### src/rtl/sn76489_pkg.sv
// Shared register codes, noise-rate encodings and reset values for the SN76489 front end.
package sn76489_pkg;

    typedef enum logic [2:0] {
        REG_TONE0_FREQ = 3'b000,
        REG_TONE0_VOL  = 3'b001,
        REG_TONE1_FREQ = 3'b010,
        REG_TONE1_VOL  = 3'b011,
        REG_TONE2_FREQ = 3'b100,
        REG_TONE2_VOL  = 3'b101,
        REG_NOISE_CTRL = 3'b110,
        REG_NOISE_VOL  = 3'b111
    } sn_reg_e;

    typedef enum logic [1:0] {
        NOISE_RATE_16    = 2'b00,
        NOISE_RATE_32    = 2'b01,
        NOISE_RATE_64    = 2'b10,
        NOISE_RATE_TONE2 = 2'b11
    } noise_rate_e;

    localparam logic [9:0] NOISE_PERIOD_16 = 10'h010;
    localparam logic [9:0] NOISE_PERIOD_32 = 10'h020;
    localparam logic [9:0] NOISE_PERIOD_64 = 10'h040;

    localparam logic [3:0] ATT_SILENT = 4'hF;

    // Latch bytes carry the low nibble of a period, data bytes the upper six bits.
    function automatic logic [9:0] tone_freq_update(input logic [9:0] old_n,
                                                    input logic [7:0] wbyte);
        logic [9:0] n;
        n = old_n;
        if (wbyte[7]) n[3:0] = wbyte[3:0];
        else          n[9:4] = wbyte[5:0];
        return n;
    endfunction

endpackage

### src/rtl/sn76489_register_controller_if.sv
// CPU write bus of the SN76489: byte strobe plus chip-style ready handshake.
interface sn76489_register_controller_if;
    logic       wr;
    logic [7:0] data;
    logic       ready;

    modport master (output wr, output data, input ready);
    modport slave  (input wr, input data, output ready);
endinterface

### src/rtl/sn76489_prescaler.sv
// Free-running divide-by-CLK_DIV tick shared by the tone and noise generators.
module sn76489_prescaler #(
    parameter int unsigned CLK_DIV = 16
) (
    input  logic clk,
    input  logic reset_n,
    output logic enable
);
    localparam int unsigned CW = $clog2(CLK_DIV);
    localparam logic [CW-1:0] LAST = CW'(CLK_DIV - 1);

    logic [CW-1:0] cnt;
    logic [CW-1:0] cnt_next;

    always_comb begin
        cnt_next = (cnt == LAST) ? '0 : cnt + 1'b1;
    end

    // enable is registered but aligned with the cycle in which cnt sits at LAST
    always_ff @(posedge clk or negedge reset_n) begin
        if (!reset_n) begin
            cnt    <= '0;
            enable <= 1'b0;
        end else begin
            cnt    <= cnt_next;
            enable <= (cnt_next == LAST);
        end
    end
endmodule

### src/rtl/sn76489_register_controller.sv
// SN76489 register front end: latch/data byte decode, register file, busy handshake.
module sn76489_register_controller
    import sn76489_pkg::*;
#(
    parameter int unsigned CLK_DIV     = 16,
    parameter int unsigned BUSY_CYCLES = 32
) (
    input  logic                          clk,
    input  logic                          reset_n,
    sn76489_register_controller_if.slave  bus,
    output logic                          enable,
    output logic [9:0]                    tone0N,
    output logic [9:0]                    tone1N,
    output logic [9:0]                    tone2N,
    output logic [3:0]                    tone0Att,
    output logic [3:0]                    tone1Att,
    output logic [3:0]                    tone2Att,
    output logic [9:0]                    noiseN,
    output logic                          noiseFeedbackType,
    output logic [3:0]                    noiseAtt,
    output logic                          noiseReset
);
    localparam int unsigned BW = (BUSY_CYCLES > 1) ? $clog2(BUSY_CYCLES) : 1;
    localparam logic [BW-1:0] BUSY_LOAD = BW'(BUSY_CYCLES - 1);

    sn76489_prescaler #(.CLK_DIV(CLK_DIV)) u_prescaler (
        .clk     (clk),
        .reset_n (reset_n),
        .enable  (enable)
    );

    sn_reg_e     latched;
    sn_reg_e     target;
    noise_rate_e rate;
    logic        accept;
    logic [BW-1:0] busy_cnt;
    logic [9:0]  tone_n0, tone_n1, tone_n2;
    logic [3:0]  att [4];
    logic        fb;
    logic        nreset_q;
    logic        ready_q;

    always_comb begin
        accept = bus.wr && ready_q;
        target = bus.data[7] ? sn_reg_e'(bus.data[6:4]) : latched;
    end

    always_ff @(posedge clk or negedge reset_n) begin
        if (!reset_n) begin
            ready_q  <= 1'b1;
            busy_cnt <= '0;
        end else if (accept) begin
            ready_q  <= 1'b0;
            busy_cnt <= BUSY_LOAD;
        end else if (!ready_q) begin
            if (busy_cnt == '0) ready_q  <= 1'b1;
            else                busy_cnt <= busy_cnt - 1'b1;
        end
    end

    always_ff @(posedge clk or negedge reset_n) begin
        if (!reset_n) begin
            latched  <= REG_TONE0_FREQ;
            tone_n0  <= '0;
            tone_n1  <= '0;
            tone_n2  <= '0;
            for (int unsigned i = 0; i < 4; i++) att[i] <= ATT_SILENT;
            fb       <= 1'b0;
            rate     <= NOISE_RATE_16;
            nreset_q <= 1'b0;
        end else begin
            nreset_q <= 1'b0;
            if (accept) begin
                if (bus.data[7]) latched <= target;
                case (target)
                    REG_TONE0_FREQ: tone_n0 <= tone_freq_update(tone_n0, bus.data);
                    REG_TONE1_FREQ: tone_n1 <= tone_freq_update(tone_n1, bus.data);
                    REG_TONE2_FREQ: tone_n2 <= tone_freq_update(tone_n2, bus.data);
                    REG_NOISE_CTRL: begin
                        fb       <= bus.data[2];
                        rate     <= noise_rate_e'(bus.data[1:0]);
                        nreset_q <= 1'b1;
                    end
                    // remaining codes are the four volume registers, indexed by channel
                    default: att[target[2:1]] <= bus.data[3:0];
                endcase
            end
        end
    end

    always_comb begin
        case (rate)
            NOISE_RATE_16: noiseN = NOISE_PERIOD_16;
            NOISE_RATE_32: noiseN = NOISE_PERIOD_32;
            NOISE_RATE_64: noiseN = NOISE_PERIOD_64;
            default:       noiseN = tone_n2;
        endcase
    end

    assign bus.ready         = ready_q;
    assign tone0N            = tone_n0;
    assign tone1N            = tone_n1;
    assign tone2N            = tone_n2;
    assign tone0Att          = att[0];
    assign tone1Att          = att[1];
    assign tone2Att          = att[2];
    assign noiseAtt          = att[3];
    assign noiseFeedbackType = fb;
    assign noiseReset        = nreset_q;
endmodule

### src/flat_wrapper.sv
// flat-port wrapper written by rule: the top's interface ports become plain ports
module sn76489_register_controller_flat import sn76489_pkg::*;
#(
    parameter int unsigned CLK_DIV     = 16,
    parameter int unsigned BUSY_CYCLES = 32
)
  (clk, reset_n, enable, tone0N, tone1N, tone2N, tone0Att, tone1Att, tone2Att, noiseN, noiseFeedbackType, noiseAtt, noiseReset, bus_wr, bus_data, bus_ready);
  sn76489_register_controller_if bus_i ();
  input  logic clk;
  input  logic reset_n;
  output logic enable;
  output logic [9:0] tone0N;
  output logic [9:0] tone1N;
  output logic [9:0] tone2N;
  output logic [3:0] tone0Att;
  output logic [3:0] tone1Att;
  output logic [3:0] tone2Att;
  output logic [9:0] noiseN;
  output logic noiseFeedbackType;
  output logic [3:0] noiseAtt;
  output logic noiseReset;
  input wire logic [$bits(bus_i.wr)-1:0] bus_wr;
  input wire logic [$bits(bus_i.data)-1:0] bus_data;
  output wire logic [$bits(bus_i.ready)-1:0] bus_ready;
  assign bus_i.wr = bus_wr;
  assign bus_i.data = bus_data;
  assign bus_ready = bus_i.ready;
  sn76489_register_controller #(.CLK_DIV(CLK_DIV), .BUSY_CYCLES(BUSY_CYCLES)) u_core (.clk(clk), .reset_n(reset_n), .bus(bus_i), .enable(enable), .tone0N(tone0N), .tone1N(tone1N), .tone2N(tone2N), .tone0Att(tone0Att), .tone1Att(tone1Att), .tone2Att(tone2Att), .noiseN(noiseN), .noiseFeedbackType(noiseFeedbackType), .noiseAtt(noiseAtt), .noiseReset(noiseReset));
endmodule
### config.mk
export PLATFORM = sky130hd
export DESIGN_NAME = sn76489_register_controller_flat
export DESIGN_NICKNAME = d
export VERILOG_FILES = /design/src/rtl/sn76489_pkg.sv /design/src/rtl/sn76489_register_controller_if.sv /design/src/rtl/sn76489_prescaler.sv /design/src/rtl/sn76489_register_controller.sv /design/src/flat_wrapper.sv
export SDC_FILE = /design/constraint.sdc
export NUM_CORES = 1
export LEC_CHECK = 0
export BUFFER_PORTS_ARGS = -buffer_cell sky130_fd_sc_hd__buf_4
export CORE_MARGIN = 2
export CORE_UTILIZATION = 45
export CTS_CLUSTER_SIZE = 14
export DETAILED_ROUTE_END_ITERATION = 12
export PLACE_DENSITY = 0.69
export SETUP_SLACK_MARGIN = 0.4
export SYNTH_ARGS = -nofsm -noshare
export SYNTH_HDL_FRONTEND = slang
export SYNTH_HIERARCHICAL = 1
export SYNTH_SLANG_ARGS = --single-unit
### constraint.sdc
create_clock -name clk -period 2.2 [get_ports clk]
set_input_delay 0.44 -clock clk [delete_from_list [all_inputs] [get_ports clk]]
set_output_delay 0.44 -clock clk [all_outputs]
set_load 0.03 [all_outputs]
Word level (Yosys, flattened, before mapping)
Cells that the tools add are included.
Widths: inputs -> output; s select.
Cells by class
  reductions and logical operators: 16
  mux-type cells: 14
  bitwise logic cells: 3
  equal/unequal tests: 9
  magnitude comparators: 2
  add/subtract/negate cells: 2
Operators by type and width (count)
  $pmux 10 s3: 1
  $reduce_and 3->1: 6
  $bwmux 16: 1
  $mux 5: 3
  $demux 4 s2: 1
  $eq 4x4->1 const B: 2
  $mux 4: 2
  $reduce_and 2->1: 4
  $eq 3x3->1 const B: 2
  $logic_not 5->1: 1
  $mux 1: 5
  $sub 5x1->5 const B: 1
  $add 4x1->4 const B: 1
  $ne 2x1->1 const B: 2
  $reduce_or 4->1: 1
  $eq 3x2->1 const B: 1
  $ge 3x3->1 const B: 1
  $logic_not 3->1: 1
  $lt 3x1->1 const B: 1
  $mux 3: 1
  $not 2->3: 1
  $eq 2x1->1 const B: 1
  $eq 2x2->1 const B: 1
  $logic_and 1x1->1: 2
  other kinds (2): 3
Storage, ports and cells
  register bits after elaboration: 64
  output and inout port bits: 60
  input port bits: 11
  word-level logic and storage cells: 64

Longest topological paths before layout
  word-level depth: 7
  depth in mapped cells: 5
  gate-level depth less buffers: 5

Cells and area by module
Netlist, hierarchy kept.
Modules (own cells, without submodules)
  sn76489_register_controller: sequential area each 1497.7 um^2, cells an instance 182, instances 1, area an instance 2572.5 um^2
  sn76489_prescaler: sequential area each 125.1 um^2, cells an instance 21, instances 1, area an instance 224.0 um^2

Worst setup path after synthesis
No wires, ideal clock.
  path kind: reg2out
  from: register u_core.rate[1]
  to: output noiseN[6]
  cell stages (with the launch flop): 3
  path buffers: 1
  setup slack: 0.467 ns
  arrival: 1.293 ns
  data required time: 1.760 ns
  path through: dfrtp_1 > clkbuf_1 > a21boi_0
On the way
  longest elaborated chain between the ends: 2
  elaborated cells on any way between the ends: 4
  classes of those cells: 2 x eq/ne; 1 x mux; 1 x reduce/logical
RTL lines
  start: declaration: RTL line sn76489_register_controller.sv:34  | noise_rate_e rate;
  start signal: assignment: RTL line sn76489_register_controller.sv:81  | rate <= noise_rate_e'(bus.data[1:0]);
  $eq 2x2->1, or another cell as far along: RTL line sn76489_register_controller.sv:92  | case (rate)
  $pmux 10 s3 *: RTL line sn76489_register_controller.sv:92
  end: declaration: RTL line flat_wrapper.sv:18  | output logic [9:0] noiseN;
Every way passes the cells marked *; elsewhere a longest branch is shown, timed or not.

Final worst setup path
  from: register u_core.busy_cnt[0]
  to: register u_core.busy_cnt[1]
On the way
  longest elaborated chain between the ends: 4
  elaborated cells on any way between the ends: 7
  classes of those cells: 1 x add/sub; 1 x eq/ne; 3 x mux; 2 x reduce/logical
RTL lines
  start: declaration: RTL line sn76489_register_controller.sv:36  | logic [BW-1:0] busy_cnt;
  start signal: assignment: RTL line sn76489_register_controller.sv:57  | else busy_cnt <= busy_cnt - 1'b1;
  $sub 5x1->5: RTL line sn76489_register_controller.sv:57
  $mux 5: RTL line sn76489_register_controller.sv:56  | if (busy_cnt == '0) ready_q <= 1'b1;
  $mux 5: RTL line sn76489_register_controller.sv:55  | end else if (!ready_q) begin
  $mux 5: RTL line sn76489_register_controller.sv:52  | end else if (accept) begin
Parallel ways exist; a longest one is shown, timed or not. The select of a mux whose other input is x is not followed.
A chain may end at the register's enable or synchronous reset.

==> metrics <==
Worst slew margin=47.1%; Congestion Overflow GR=0; Initial Util=47.0%; setup TNS=0 ps; CP max FO=4; Synth area leader=dfrtp_1; GRT met3 Usage=5.17%; CTS HTree Levels=3; status=finished, final reports clean; synth unique cells=35; clock root cell=clkbuf_8; Warnings, synthesis=6; met1 usage=22.1%; Synth area leaders=dfrtp_1, mux2_2, dfstp_2, a211oi_2, and3_1; Cells after DPL=338; Power Total=5230 uW; total track usage=17.0%; Hold Path Class=input pin to async pin; Yosys top cell area share=42.1%; height of the die=82.8 um; CTS tree=built; vias per cell=5.27; period utilization=78.1%; sequential cell area fraction in the yosys report=58.0%; row count=28; drt first pass iters=4; clock tree buffer depth=2; Finished Layout Cells=354; IO Port Bufs=70; Post-Route WL=5620 um; Clock transition at path regs=70 ps; RSZ-0062 raised after global routing=false; Max Cap Viol=0; Yosys reg bits=64; die area=0.00686 mm^2; kind of critical path=register to register; drc violations=0; largest net degree at the start of global routing=65; vias in the first global route=1,782; clock sinks=64; I/O pin total=71; routability-driven placement congestion ratio=0.813; Pins Over Slew Limit=0; CTS Buf Count=9; Post-Syn Instances=203; Required @ worst endpoint=2420 ps; DR vias=1,866; busiest grt layer=met2; Syn Nets=217; Critical Path AT=1940 ps; FMAX=582 MHz; first-pass GRT wire length=9150 um; Mapped Area=0.00280 mm^2; post-CTS setup buffers=0; met2 usage=26.6%; Post-Route Skew=4.26 ps; share of cells above drive strength 1=58.8%; Area growth, synth to finish=28.9%; Worst Max-Slew Pin Slew=793 ps; most common cell after layout, fill and taps aside=buf_4; fin util=60.5%; Setup crit start kind=register; Setup-failing EPs final=0; DIE WIDTH=82.8 um; Worst Setup End Kind=register; ant diodes=0; Max VDD drop=744 uV; DP Wirelength=3890 um; PwrDens=1450 mW/mm^2; post-route minimum period=1720 ps; synthesized area per cell=13.8 um^2; Detail Route Antenna Nets=0; cts hold-fix bufs=0; Worst-Skew Late Latency=330 ps; Core Region=0.00596 mm^2; initial antenna violation count=0; Final Hold Fails=0; DRT iter0 DRCs=65; routed length per placed instance=15.9 um; leakage=0.00173 uW; # nets final=288; most frequent cells in the layout=buf_4, mux2_2, dfrtp_1
[critical path: stages, from the launching register on]
cell,delay [ps]
dfrtp_1,380
inv_1,90
ha_1,190
or4b_1,520
and2_1,200
o31a_1,230
[layout make-up]
cell class	count	area [um^2]
timing repair buffer	70	526
inverter	8	30.0
fill	514	2350
sequential	64	1620
multi-input combinational	121	1100
clock inverter	6	92.6
tap	75	93.8
clock buffer	10	138
[power breakdown]
part / switching [uW] / leakage [uW] / internal [uW]
sequential: 319 / 0.000789 / 1720
combinational: 1180 / 0.000836 / 882
clock: 455 / 0.000109 / 672
[what timing repair did]
action	in CTS	in global routing
resized for setup	0	1
endpoints found under the hold margin	0	0
setup endpoints to repair	0	1
[routing by layer]
metal	vias to the layer above	share of wire, %
met5	-	0
met4	0	1.1
met3	7	5.3
met2	45	49
met1	938	45
li1	876	-
[sequential cells by signal, summed over array words and instances (netlist names), 2 cells and up]
register                flops
u_core/tone0N              10
u_core/tone1N              10
u_core/tone2N              10
u_core/busy_cnt             5
u_core/noiseAtt             4
u_core/tone0Att             4
u_core/tone1Att             4
u_core/tone2Att             4
u_core/u_prescaler/cnt      4
u_core/latched              3
u_core/rate                 2
[kinds of logic (layout without fill, tap and decap cells)]
group	count (synthesis)	in the layout	synth area share [%]
flip-flops	64	64	58.0
AND/OR/NAND/NOR	40	40	9.44
AO/OA/AOI/OAI	21	21	5.64
multiplexers	56	56	22.4
buffers and inverters	18	94	2.82
adder cells (fa/ha/maj)	3	3	1.34
XOR/XNOR	1	1	0.313
[per-stage QoR]
| step | instance area [um^2] | setup WS (ps) | hold slack [ps] |
|---|---|---|---|
| 6_report | 3600 | 481 | 192 |
| 5_1_grt | 3600 | 403 | 243 |
| 4_1_cts | 3600 | 480 | 208 |
| 3_5_place_dp | 3370 | 339 | 495 |
| 3_3_place_gp | 3370 | 375 | 489 |
| 2_1_floorplan | 2800 | 467 | 144 |
[Yosys cell counts]
master / number
nand2b_1: 2
a311oi_1: 1
a31oi_1: 2
o211ai_1: 1
dfstp_2: 17
nor3b_2: 2
or3_1: 1
nor3b_1: 1
dfrtp_1: 47
or3b_1: 2
nand3_1: 4
o21ai_0: 6
a211oi_2: 4
mux2_2: 53
or4b_1: 1
nor2_1: 3
mux2i_1: 3
xor2_1: 1
buf_1: 1
and4bb_2: 1
o31a_1: 1
clkbuf_1: 6
ha_1: 3
nand2_1: 6
buf_4: 3
and3_1: 7
and2_1: 2
inv_1: 8
a21boi_0: 2
a21oi_1: 2
o22ai_1: 1
nor3_1: 2
o311ai_0: 1
nand4b_2: 1
nand3b_1: 5
[path summary, 6_finish.rpt]
check	from	to	slack, ps	cells past startpoint
setup / recovery	u_core/busy_cnt[0]	u_core/busy_cnt[1]	480	5
hold / removal	reset_n	u_core/tone2N[0]	190	1
setup reg to reg	u_core/busy_cnt[0]	u_core/busy_cnt[1]	480	5
hold reg to reg	u_core/u_prescaler/cnt[0]	u_core/u_prescaler/cnt[0]	500	1
max in group asynchronous	reset_n	u_core/tone0N[8]	1490	1
min in group clk	bus_data[4]	u_core/tone0N[8]	390	2
(Power assumes the default switching activity.)
